**src/rtl/fft_stream_ctrl_if.sv**
```systemverilog
// Bus bundle for fft_stream_ctrl: sample stream in, bin stream out, core RAM and control ports.
// The controller connects through the slave modport; the surrounding system uses master.
interface fft_stream_ctrl_if #(
    parameter int DATA_W = 16,
    parameter int N_LOG2 = 11,
    parameter int BANKS  = 4
);
    localparam int ADDR_W = N_LOG2 - $clog2(BANKS);

    logic                        iS_VALID;
    logic                        oS_READY;
    logic [DATA_W-1:0]           iS_DATA;
    logic                        iS_LAST;
    logic                        oM_VALID;
    logic                        iM_READY;
    logic [DATA_W:0]             oM_DATA;
    logic [N_LOG2-1:0]           oM_INDEX;
    logic                        oM_LAST;
    logic [BANKS-1:0]            oWE;
    logic [ADDR_W-1:0]           oADDR_WR;
    logic [DATA_W-1:0]           oDATA_WR;
    logic [ADDR_W-1:0]           oADDR_RD;
    logic [BANKS*(DATA_W+1)-1:0] iDATA_RD;
    logic                        oCORE_START;
    logic                        iCORE_RDY;
    logic                        oBUSY;
    logic                        oERR_LEN;

    modport slave (
        input  iS_VALID, iS_DATA, iS_LAST, iM_READY, iDATA_RD, iCORE_RDY,
        output oS_READY, oM_VALID, oM_DATA, oM_INDEX, oM_LAST, oWE, oADDR_WR,
               oDATA_WR, oADDR_RD, oCORE_START, oBUSY, oERR_LEN
    );

    modport master (
        output iS_VALID, iS_DATA, iS_LAST, iM_READY, iDATA_RD, iCORE_RDY,
        input  oS_READY, oM_VALID, oM_DATA, oM_INDEX, oM_LAST, oWE, oADDR_WR,
               oDATA_WR, oADDR_RD, oCORE_START, oBUSY, oERR_LEN
    );
endinterface

```
**src/rtl/fft_stream_ctrl.sv**
```systemverilog
// Streaming load/unload controller for the banked radix-4 FFT core: scatters a frame into the
// banks, kicks the core, waits for done, then streams result bins out through a 2-entry skid.
module fft_stream_ctrl #(
    parameter int DATA_W        = 16,
    parameter int N_LOG2        = 11,
    parameter int BANKS         = 4,
    parameter int OUT_DIGIT_REV = 0
) (
    input  logic             iCLK,
    input  logic             iRESET,
    fft_stream_ctrl_if.slave bus
);
    localparam int BANK_W = $clog2(BANKS);
    localparam int RES_W  = DATA_W + 1;
    localparam logic [N_LOG2-1:0] LAST_IDX = '1;

    typedef enum logic [2:0] {LOAD, PAD, START, RUN, UNLOAD} state_t;
    typedef struct packed {
        logic [RES_W-1:0]  data;
        logic [N_LOG2-1:0] idx;
        logic              last;
    } bin_t;

    state_t            state;
    logic [N_LOG2-1:0] k, rd_m, rd_idx_q, rd_j;
    logic [BANK_W-1:0] rd_bank_q;
    logic              rd_done, rvld_q, rdy_q;
    logic [1:0]        ign, occ, occ_mid;
    logic              accept, pop, issue;
    bin_t              out_q, skid_q, ent;

    generate
        if (OUT_DIGIT_REV != 0) begin : g_rev
            for (genvar d = 0; d < N_LOG2/2; d++) begin : g_dig
                assign rd_j[2*d +: 2] = rd_m[N_LOG2-2-2*d +: 2];
            end
        end else begin : g_nat
            assign rd_j = rd_m;
        end
    endgenerate

    assign bus.oADDR_RD = rd_j[N_LOG2-1:BANK_W];
    assign bus.oM_DATA  = out_q.data;
    assign bus.oM_INDEX = out_q.idx;
    assign bus.oM_LAST  = out_q.last;

    // A read is launched only if everything already owed to the skid still fits after this pop.
    always_comb begin
        accept  = bus.iS_VALID & bus.oS_READY;
        pop     = bus.oM_VALID & bus.iM_READY;
        occ_mid = occ - {1'b0, pop};
        issue   = (state == UNLOAD) && !rd_done && ((occ_mid + {1'b0, rvld_q}) < 2'd2);
        ent     = '{data: bus.iDATA_RD[rd_bank_q*RES_W +: RES_W],
                    idx:  rd_idx_q,
                    last: rd_idx_q == LAST_IDX};
    end

    always_ff @(posedge iCLK or negedge iRESET) begin
        if (!iRESET) begin
            state           <= LOAD;
            k               <= '0;
            rd_m            <= '0;
            rd_done         <= 1'b0;
            rd_idx_q        <= '0;
            rd_bank_q       <= '0;
            rvld_q          <= 1'b0;
            rdy_q           <= 1'b0;
            ign             <= '0;
            occ             <= '0;
            out_q           <= '0;
            skid_q          <= '0;
            bus.oS_READY    <= 1'b1;
            bus.oM_VALID    <= 1'b0;
            bus.oWE         <= '0;
            bus.oADDR_WR    <= '0;
            bus.oDATA_WR    <= '0;
            bus.oCORE_START <= 1'b0;
            bus.oBUSY       <= 1'b0;
            bus.oERR_LEN    <= 1'b0;
        end else begin
            bus.oWE         <= '0;
            bus.oCORE_START <= 1'b0;
            bus.oERR_LEN    <= 1'b0;
            rdy_q           <= bus.iCORE_RDY;

            rvld_q <= issue;
            if (issue) begin
                rd_idx_q  <= rd_m;
                rd_bank_q <= rd_j[BANK_W-1:0];
                if (rd_m == LAST_IDX) rd_done <= 1'b1;
                else                  rd_m    <= rd_m + 1'b1;
            end

            // Skid: pop shifts the spare into the head, a returning read fills the first free slot.
            if (pop) out_q <= skid_q;
            if (rvld_q) begin
                if (occ_mid == 2'd0) out_q  <= ent;
                else                 skid_q <= ent;
            end
            occ          <= occ_mid + {1'b0, rvld_q};
            bus.oM_VALID <= (occ_mid + {1'b0, rvld_q}) != 2'd0;

            case (state)
                LOAD: if (accept) begin
                    bus.oWE      <= {{(BANKS-1){1'b0}}, 1'b1} << k[BANK_W-1:0];
                    bus.oADDR_WR <= k[N_LOG2-1:BANK_W];
                    bus.oDATA_WR <= bus.iS_DATA;
                    if (k == LAST_IDX) begin
                        bus.oERR_LEN <= !bus.iS_LAST;
                        state        <= START;
                        k            <= '0;
                        bus.oS_READY <= 1'b0;
                        bus.oBUSY    <= 1'b1;
                    end else begin
                        k <= k + 1'b1;
                        if (bus.iS_LAST) begin
                            bus.oERR_LEN <= 1'b1;
                            state        <= PAD;
                            bus.oS_READY <= 1'b0;
                            bus.oBUSY    <= 1'b1;
                        end
                    end
                end
                PAD: begin
                    bus.oWE      <= {{(BANKS-1){1'b0}}, 1'b1} << k[BANK_W-1:0];
                    bus.oADDR_WR <= k[N_LOG2-1:BANK_W];
                    bus.oDATA_WR <= '0;
                    if (k == LAST_IDX) begin
                        state <= START;
                        k     <= '0;
                    end else begin
                        k <= k + 1'b1;
                    end
                end
                START: begin
                    bus.oCORE_START <= 1'b1;
                    ign             <= 2'd2;
                    state           <= RUN;
                end
                // Done is a level that may still be high from the last frame; only a fresh rise counts.
                RUN: begin
                    if (ign != 2'd0)                         ign   <= ign - 2'd1;
                    else if (bus.iCORE_RDY && !rdy_q)        state <= UNLOAD;
                end
                UNLOAD: if (pop && bus.oM_LAST) begin
                    state        <= LOAD;
                    rd_m         <= '0;
                    rd_done      <= 1'b0;
                    bus.oS_READY <= 1'b1;
                    bus.oBUSY    <= 1'b0;
                end
                default: state <= LOAD;
            endcase
        end
    end
endmodule

```
**src/flat_wrapper.sv**
```systemverilog
// flat-port wrapper written by rule: the top's interface ports become plain ports
module fft_stream_ctrl_flat 
#(
    parameter int DATA_W        = 16,
    parameter int N_LOG2        = 11,
    parameter int BANKS         = 4,
    parameter int OUT_DIGIT_REV = 0
)
  (iCLK, iRESET, bus_iS_VALID, bus_iS_DATA, bus_iS_LAST, bus_iM_READY, bus_iDATA_RD, bus_iCORE_RDY, bus_oS_READY, bus_oM_VALID, bus_oM_DATA, bus_oM_INDEX, bus_oM_LAST, bus_oWE, bus_oADDR_WR, bus_oDATA_WR, bus_oADDR_RD, bus_oCORE_START, bus_oBUSY, bus_oERR_LEN);
  fft_stream_ctrl_if #(.DATA_W(DATA_W), .N_LOG2(N_LOG2), .BANKS(BANKS)) bus_i ();
  input  logic iCLK;
  input  logic iRESET;
  input wire logic [$bits(bus_i.iS_VALID)-1:0] bus_iS_VALID;
  input wire logic [$bits(bus_i.iS_DATA)-1:0] bus_iS_DATA;
  input wire logic [$bits(bus_i.iS_LAST)-1:0] bus_iS_LAST;
  input wire logic [$bits(bus_i.iM_READY)-1:0] bus_iM_READY;
  input wire logic [$bits(bus_i.iDATA_RD)-1:0] bus_iDATA_RD;
  input wire logic [$bits(bus_i.iCORE_RDY)-1:0] bus_iCORE_RDY;
  output wire logic [$bits(bus_i.oS_READY)-1:0] bus_oS_READY;
  output wire logic [$bits(bus_i.oM_VALID)-1:0] bus_oM_VALID;
  output wire logic [$bits(bus_i.oM_DATA)-1:0] bus_oM_DATA;
  output wire logic [$bits(bus_i.oM_INDEX)-1:0] bus_oM_INDEX;
  output wire logic [$bits(bus_i.oM_LAST)-1:0] bus_oM_LAST;
  output wire logic [$bits(bus_i.oWE)-1:0] bus_oWE;
  output wire logic [$bits(bus_i.oADDR_WR)-1:0] bus_oADDR_WR;
  output wire logic [$bits(bus_i.oDATA_WR)-1:0] bus_oDATA_WR;
  output wire logic [$bits(bus_i.oADDR_RD)-1:0] bus_oADDR_RD;
  output wire logic [$bits(bus_i.oCORE_START)-1:0] bus_oCORE_START;
  output wire logic [$bits(bus_i.oBUSY)-1:0] bus_oBUSY;
  output wire logic [$bits(bus_i.oERR_LEN)-1:0] bus_oERR_LEN;
  assign bus_i.iS_VALID = bus_iS_VALID;
  assign bus_i.iS_DATA = bus_iS_DATA;
  assign bus_i.iS_LAST = bus_iS_LAST;
  assign bus_i.iM_READY = bus_iM_READY;
  assign bus_i.iDATA_RD = bus_iDATA_RD;
  assign bus_i.iCORE_RDY = bus_iCORE_RDY;
  assign bus_oS_READY = bus_i.oS_READY;
  assign bus_oM_VALID = bus_i.oM_VALID;
  assign bus_oM_DATA = bus_i.oM_DATA;
  assign bus_oM_INDEX = bus_i.oM_INDEX;
  assign bus_oM_LAST = bus_i.oM_LAST;
  assign bus_oWE = bus_i.oWE;
  assign bus_oADDR_WR = bus_i.oADDR_WR;
  assign bus_oDATA_WR = bus_i.oDATA_WR;
  assign bus_oADDR_RD = bus_i.oADDR_RD;
  assign bus_oCORE_START = bus_i.oCORE_START;
  assign bus_oBUSY = bus_i.oBUSY;
  assign bus_oERR_LEN = bus_i.oERR_LEN;
  fft_stream_ctrl #(.DATA_W(DATA_W), .N_LOG2(N_LOG2), .BANKS(BANKS), .OUT_DIGIT_REV(OUT_DIGIT_REV)) u_core (.iCLK(iCLK), .iRESET(iRESET), .bus(bus_i));
endmodule
```
**config.mk**
```make
export PLATFORM = sky130hd
export DESIGN_NAME = fft_stream_ctrl_flat
export DESIGN_NICKNAME = d
export VERILOG_FILES = /design/src/rtl/fft_stream_ctrl_if.sv /design/src/rtl/fft_stream_ctrl.sv /design/src/flat_wrapper.sv
export SDC_FILE = /design/constraint.sdc
export NUM_CORES = 1
export LEC_CHECK = 0
export CAP_MARGIN = 20
export CORE_ASPECT_RATIO = 1.5
export CORE_MARGIN = 8
export CORE_UTILIZATION = 49
export CTS_CLUSTER_SIZE = 16
export DETAILED_ROUTE_END_ITERATION = 7
export MAX_ROUTING_LAYER = met4
export PLACE_DENSITY = 0.85
export SYNTH_ARGS = -nofsm -noshare
export SYNTH_HDL_FRONTEND = slang
export SYNTH_SLANG_ARGS = --single-unit
```
**constraint.sdc**
```tcl
create_clock -name iCLK -period 4.4 [get_ports iCLK]
set_input_delay 0.66 -clock iCLK [delete_from_list [all_inputs] [get_ports iCLK]]
set_output_delay 0.66 -clock iCLK [all_outputs]
set_load 0.02 [all_outputs]
```
======== Word level (Yosys, flattened, before mapping) ========
Cells that the tools add are included.
word-level totals
  flip-flop bits (word level) ............. 137
  output and inout port bits .............. 72
  logic and storage cells ................. 114
cells by class
  $add $sub $neg .......................... 5
  $mul .................................... 1
  order comparisons ....................... 1
  equality and inequality tests ........... 14
  shifts and indexed selects .............. 2
  muxes and demuxes ....................... 45
  bitwise operators ....................... 3
  reduce and logical (&&, ||, !) cells .... 19
operators with widths
  cell                   count
  $mux 29                3
  $shiftx 68x8->17       1
  $mux 11                6
  $eq 11x11->1 const B   3
  $pmux 16 s2            1
  $add 11x1->11 const B  2
  $pmux 11 s2            1
  $mux 3                 7
  $pmux 9 s2             1
  $mux 1                 17
  $mux 16                1
  $pmux 3 s5             1
  $reduce_bool 2->1      5
  $mux 9                 1
  $ne 2x1->1 const B     4
  $pmux 4 s2             1
  $mul 2x5->7 const B    1
  $eq 3x2->1 const B     2
  $reduce_and 2->1       3
  $reduce_and 6->1       1
  $logic_and 1x1->1      4
  $mux 4                 1
  $ne 2x2->1 const B     2
  $pmux 1 s2             2
  other kinds (16)       19

======== Depth between registers and ports, before layout ========
Gate-level depths: netlist of the first run.
  word-level depth ........................ 8
  mapped depth ............................ 12
  gate-level depth less buffers ........... 10

======== Worst setup path after synthesis of the first run ========
OpenSTA, ideal clock, no wires.
  path type ............................... input to register
  from .................................... input bus_iM_READY
  to ...................................... register u_core.rd_m[4], in the netlist u_core.rd_j[4]
  arrival time ............................ 3.292 ns
  path slack .............................. 1.030 ns
  cell stages on the path ................. 11
  cells stage by stage .................... nand2_1 clkbuf_1 inv_1 ha_1 inv_1 ha_1 xor3_1 or3b_4 buf_6 or4_1 a21oi_1
between the ends
  longest elaborated chain between the ends .. 8
  elaborated cells between the ends (all ways) .. 9
ends and longest elaborated chain
  element                 line                    text
  start: declaration      flat_wrapper.sv:16      input wire logic [$bits(bus_i.iM_READY)-1:0] bus_iM_READY;
  $and 1x1->1 (*)         fft_stream_ctrl.sv:50   pop = bus.oM_VALID & bus.iM_READY;
  $sub 2x1->2             fft_stream_ctrl.sv:51   occ_mid = occ - {1'b0, pop};
  $add 2x1->2             fft_stream_ctrl.sv:52   issue = (state == UNLOAD) && !rd_done && ((occ_mid + {1'b0, rvld_q}) < 2'd2);
  $lt 2x2->1              fft_stream_ctrl.sv:52
  $logic_and 1x1->1       fft_stream_ctrl.sv:52
  $mux 11                 fft_stream_ctrl.sv:87   if (issue) begin
  $mux 11                 fft_stream_ctrl.sv:145  UNLOAD: if (pop && bus.oM_LAST) begin
  $mux 11 (*)             fft_stream_ctrl.sv:103  case (state)
  end signal: assignment  fft_stream_ctrl.sv:91   else rd_m <= rd_m + 1'b1;
  end: declaration        fft_stream_ctrl.sv:25   logic [N_LOG2-1:0] k, rd_m, rd_idx_q, rd_j;
Mark *: on every way between the ends. The rest lies on a longest branch, timed or not.
A chain may end at the register's enable or synchronous reset.

======== Worst setup path after layout of the first run ========
  from .................................... input bus_iM_READY
  to ...................................... register u_core.rd_m[8], in the netlist u_core.rd_j[8]
Same word-level chain as after synthesis.

==> impl_metrics.ini, run 1 <==
[critical_path]
worstPathArrival_ns = 3.68
cp_cell_sequence = clkdlybuf4s50_1 -> nand2_1 -> inv_1 -> ha_1 -> inv_1 -> ha_1 -> xor3_1 -> or3b_4 -> inv_1 -> a21oi_1 -> a311oi_1
crit_path_frequent_cell = inv_1
path_buf_inv = 4
cpMaxStageDelayCell = inv_1
cp_slowest_stage_delay_ns = 0.53
crit_family = buffers and inverters
crit_type = input pin to flop
critPathLaunchType = input pin
critPathRequiredTime_ns = 4.71
crit_fanout = 24
cp-end-kind = flop

[outcome]
status = complete, no violations

[sta]
setup_violations = 0
slew_headroom = 0.3981
rsz0062_at_grt = false
fin_skew_ns = 0.01138
period_share = 0.7673
slew_violations = 0
fmax_mhz = 296.2
hold_viol_final = 0
fin_hold_ws_ns = 0.3657
min_period_ns = 3.376
tightest_slew_ns = 0.9029
fin_tns_setup_ns = 0

[synthesis]
synth.area.top_cells = dfrtp_1 (53%), mux2_2 (6.8%), mux4_2 (6.0%), mux2i_1 (4.7%), nand2_1 (4.6%)
ys_seq_area_frac = 0.5340
syn_avg_cell_area_um2 = 11.24
ys_seq_elements = 135
synthFlopType = dfrtp_1
synthCells = 563
yosysWarnings = 0
syn_area_um2 = 6329
syn-num-nets = 661
synth_top_area_cell = dfrtp_1
synth_cell_types = 50
synth_edf_count = 0
synthDominantCellAreaShare = 0.5299
async_flop_share = 1.000

[clock_network]
htree_levels = 4
path_clk_slew_ns = 0.06
post_cts_resized = 0
cts_tree = done
cts_setup_buffers = 0
cts_buffers = 17
postCtsHoldBufs = 0
cts_root_buf = clkbuf_16
clockBufferDepth = 2
cts_num_sinks = 135
clock_latency_ns = 0.42

[cells_and_area]
fillerInstances = 907
antenna_cells = 0
drive_gt1_frac = 0.1427
final_area_um2 = 8551
fin_nets = 807
finalCoreUtilization = 0.6667
area_delta_synth_final_pct = 35.11

[route]
drt-total-wl_um = 16300
drc = 0
drt_iter0_drc = 244
via_per_inst = 5.619
avgRoutedWirePerCell_um = 18.51
dr.pass1.iters = 5
via_count = 4950
antenna_left = 0

[floorplanning]
dieWidth_um = 108.8
ios = 162
coreArea_um2 = 12830
die_h_um = 155.2
rows = 51
die_area_um2 = 16880
start_util = 0.4934

[power_and_ir_drop]
cellPowerDensity_nw_per_um2 = 513.2
ir_drop_v = 0.0003198
p_leak_nw = 3.924

[run]
drv_cap = 0

[grt]
grt_usage = 0.1984
grt-busiest-layer = met2
use_met3 = 0.05135
grt_pass1_vias = 5266
grtUsageMet1 = 0.2109
grt_pass1_wl_um = 25890
antenna_found_initial = 0
grt_max_degree = 74
grt.overflow.total = 0
grt_use_met2 = 0.3468

[place]
hpwl_um = 12070
placed_cell_area_um2 = 7989
gp_congestion = 0.8939
io_buffers = 161

[worst_hold_path]
hold_path.class = input pin to asynchronous set/reset pin
-- synth_stat cells (2+ instances only) --
library cell  count
ha_1              8
xnor2_1           5
a21o_1            3
mux2_2           38
buf_4             9
nand3b_1          2
o2111ai_1         2
and4_1            4
nand3_1          14
o31ai_1           3
nand4_1          11
or4_1             4
nand2_1          78
clkbuf_1         24
or3_1             2
buf_2             2
nand2b_1          3
o211a_1           2
dfrtp_1         134
mux4_2           17
and2_1            4
mux2i_1          30
nor3b_1           2
buf_6             2
o21a_1            2
inv_1            11
nor2b_1           2
and3_1            9
xor2_1            4
a21oi_1          58
o21ai_0           7
nor2_1           43
buf_1             4
nor3_1            4
-- where the power goes --
part	leakage (nW)	total (mW)	internal, mW	switching (mW)
clock	0.270	1.34	0.746	0.590
sequential	1.81	1.71	1.48	0.230
combinational	1.84	1.34	0.690	0.653
-- worst paths after layout --
check	start	end	slack (ns)	cells past startpoint
worst max-delay path	bus_iM_READY	u_core.rd_j[8]	1.02	11
worst min-delay path	iRESET	u_core.bus.oM_DATA[10]	0.37	1
worst max register to register	u_core.bus.oM_VALID	u_core.rd_j[8]	1.30	10
worst min register to register	u_core.bus.oBUSY	u_core.bus.oBUSY	0.49	1
max in group asynchronous	iRESET	u_core.bus.oS_READY	3.00	2
min in group iCLK	u_core.bus.oBUSY	u_core.bus.oBUSY	0.49	1
-- cell usage in the layout, fill, tap and decap left out, types with 2 or more instances in the layout --
cell and instances:
nand3_1 13, and2_1 4, mux2_2 38, xnor2_1 5, nand3b_1 2, o31ai_1 3
dfrtp_1 134, nand2_1 78, o2111ai_1 2, nor2b_1 2, clkbuf_16 17, and4_1 4
a21oi_1 58, or4_1 4, xor2_1 4, or3_1 2, inv_8 5, nand4_1 11
clkdlybuf4s50_1 160, mux4_2 17, o21a_1 2, and3_1 9, o21ai_0 7, a21o_1 3
clkinv_4 2, ha_1 8, nor3_1 4, inv_1 11, o211a_1 2, nor3b_1 2
buf_4 8, mux2i_1 30, nor2_1 43, clkinvlp_4 3, nand2b_1 3, inv_6 4
-- metrics by stage --
| stage | std cells | worst slack (ns) | total power [mW] |
|---|---|---|---|
| after global routing | 881 | 0.8090 | 4.607 |
| after CTS | 881 | 1.051 | 4.431 |
| after floorplan | 563 | 1.030 | 2.551 |
| after global placement | 849 | 0.7767 | 3.005 |
| final | 881 | 1.024 | 4.388 |
| after detailed placement | 849 | 0.6285 | 3.078 |
-- final cells by class --
type                            instances  area [um^2]  share of cell area
Clock inverter                         15        136.4             0.01595
Tap cell                              159        198.9             0.02327
Sequential cell                       135         3379              0.3952
Multi-Input combinational cell        376         2708              0.3167
Timing Repair Buffer                  168         1662              0.1943
Inverter                               11        41.29            0.004829
Clock buffer                           17        425.4             0.04975
-- routing by layer --
| layer | wire length [um] | share of wire | vias to the layer above |
|---|---|---|---|
| met5 | 0 | 0 | - |
| li1 | - | - | 2273 |
| met4 | 376 | 0.023 | 0 |
| met2 | 8511 | 0.52 | 205 |
| met3 | 1309 | 0.080 | 34 |
| met1 | 6106 | 0.37 | 2438 |
-- state kept, by name, indices dropped and copies added (netlist names), 4 cells and up --
| name | count |
|---|---|
| u_core.bus.oWE | 4 |
| u_core.bus.oM_INDEX | 11 |
| u_core.bus.oDATA_WR | 16 |
| u_core.skid_q | 29 |
| u_core.rd_idx_q | 10 |
| u_core.bus.oADDR_WR | 9 |
| u_core.k | 11 |
| u_core.bus.oM_DATA | 17 |
| u_core.rd_j | 11 |
-- cells by family after synthesis --
logic type	after synthesis	synth area share
simple gates	187	0.1394
xor+xnor	10	0.01621
flops	135	0.5340
fa+ha+maj	8	0.01582
buf+inv	52	0.03895
mux	85	0.1756
compound gates	86	0.08007
Note: power is estimated with default switching activity, not from simulation.
==> inputs of run 2 (changes only) <==
Settings changed: CORE_UTILIZATION 49 to 45, PLACE_DENSITY 0.85 to 0.82.
Clock period 4.4 ns to 2.85 ns, I/O delays scaled along.
==> run 2 against run 1 <==
Clock power is 64% higher. Sequential power up 52%. Critical endpoint is now u_core.rd_j[3]. Sequential cell count unchanged. Worst setup slack got worse by 0.66 ns. Routed wire length up 0.56%. Register-to-register slack lost 0.89 ns. Critical path depth shrank 1. Clock skew is 0.0015 ns lower. Cell area increased by 2.1%. Count of clock-buffer cells in the layout grew 3.
==> impl_metrics.ini, run 2 (synthesized netlist as in run 1, its figures left out) <==
[cells_and_area]
largest_reg_flops = 29
drive_gt1_frac = 0.1583
fillerInstances = 1038
final_cell_mix = clkdlybuf4s50_1 (160), dfrtp_1 (133), nand2_1 (77)
area_delta_synth_final_pct = 37.92
antenna_cells = 0
mostFrequentLayoutCell = clkdlybuf4s50_1
fin_nets = 818
finalCoreUtilization = 0.6298
regMostFlops = u_core.skid_q
final_area_um2 = 8728

[sta]
slew_violations = 0
setup_violations = 0
fin_ws_ns = 0.3637
fmax_mhz = 402.2
min_period_ns = 2.486
rsz0062_at_grt = false
fin_skew_ns = 0.009884
slew_headroom = 0.3907
fin_hold_ws_ns = 0.003747
hold_viol_final = 0
period_share = 0.8724
tightest_slew_ns = 0.9140

[floorplanning]
die_area_um2 = 18190
dieWidth_um = 112.8
rows = 53
ios = 162
start_util = 0.4566
die_h_um = 161.2
coreArea_um2 = 13860

[clock_network]
cts_num_sinks = 135
clockBufferDepth = 2
htree_levels = 4
cts_buffers = 17
cts_setup_buffers = 0
cts_root_buf = clkbuf_16
path_clk_slew_ns = 0.06
cts_tree = done
clock_latency_ns = 0.41
post_cts_resized = 0
postCtsHoldBufs = 0

[route]
via_per_inst = 5.520
dr.pass1.iters = 5
via_count = 4957
avgRoutedWirePerCell_um = 18.26
drc = 0
antenna_left = 0
drt_iter0_drc = 275
drt-total-wl_um = 16400

[place]
placed_cell_area_um2 = 8120
hpwl_um = 12090
dp_slack_ns = -0.03100
gp_congestion = 0.9200
io_buffers = 161

[power_and_ir_drop]
ir_drop_v = 0.0005083
p_leak_nw = 4.004
cellPowerDensity_nw_per_um2 = 801.5

[grt]
grt.overflow.total = 0
grt_pass1_wl_um = 26760
grt_usage = 0.1891
antenna_found_initial = 0
grt_pass1_vias = 5306
grt_max_degree = 69

[critical_path]
worstPathArrival_ns = 2.82
cp_slowest_stage_delay_ns = 0.55
crit_family = simple AND/OR/NAND/NOR gates
critPathLaunchType = input pin
critPathRequiredTime_ns = 3.19
cp_cell_sequence = clkdlybuf4s50_1 -> nand2_2 -> inv_1 -> ha_1 -> inv_1 -> ha_1 -> xor3_1 -> or3b_4 -> or4_1 -> a21oi_1
crit_type = input pin to flop
path_buf_inv = 3
cpMaxStageDelayCell = or4_1
reg2reg_slack_ns = 0.41
cp-end-kind = flop
crit_fanout = 6

[run]
drv_cap = 0

[outcome]
status = complete, no violations

[worst_hold_path]
hold_path.class = input pin to asynchronous set/reset pin
==> run 2: cell type report <==
class | count | area (um^2) | area share
Tap cell | 165 | 206.4 | 0.02365
Clock inverter | 12 | 141.4 | 0.01620
Clock buffer | 20 | 466.7 | 0.05347
Timing Repair Buffer | 179 | 1782 | 0.2041
Sequential cell | 135 | 3381 | 0.3873
Inverter | 11 | 41.29 | 0.004731
Multi-Input combinational cell | 376 | 2710 | 0.3105
==> run 2: final timing paths <==
check,startpoint,endpoint,cells after the start
setup reg to reg,u_core.bus.oM_VALID,u_core.rd_j[3],9
hold / removal,iRESET,u_core.bus.oM_DATA[12],1
setup / recovery,bus_iM_READY,u_core.rd_j[3],10
min in group iCLK,bus_iCORE_RDY,u_core.rdy_q,1
max in group asynchronous,iRESET,u_core.bus.oM_VALID,2
hold reg to reg,u_core.skid_q[11],u_core.skid_q[11],1
==> run 2: metrics by stage <==
step	TNS (ns)	std cells	power (mW)
finish	0	898	6.996
global route	0	898	7.365
CTS	0	898	7.057
detailed placement	-0.08846	866	4.821
global placement	0	866	4.713
floorplan	0	563	3.956
==> run 2: per-layer routing <==
layer | part of all wire | wire length, um | GRT usage
met1 | 0.39 | 6333 | 0.1999
met2 | 0.53 | 8770 | 0.3346
met3 | 0.061 | 1005 | 0.05493
met4 | 0.017 | 286 | 0.05422
met5 | 0 | 0 | -
==> run 2: power by group <==
part / internal (mW) / switching, mW / total (mW) / leakage, nW
clock network: 1.37 / 0.835 / 2.20 / 0.282
logic: 1.13 / 1.06 / 2.19 / 1.91
registers: 2.29 / 0.316 / 2.60 / 1.81
total: 4.78 / 2.22 / 7.00 / 4.00
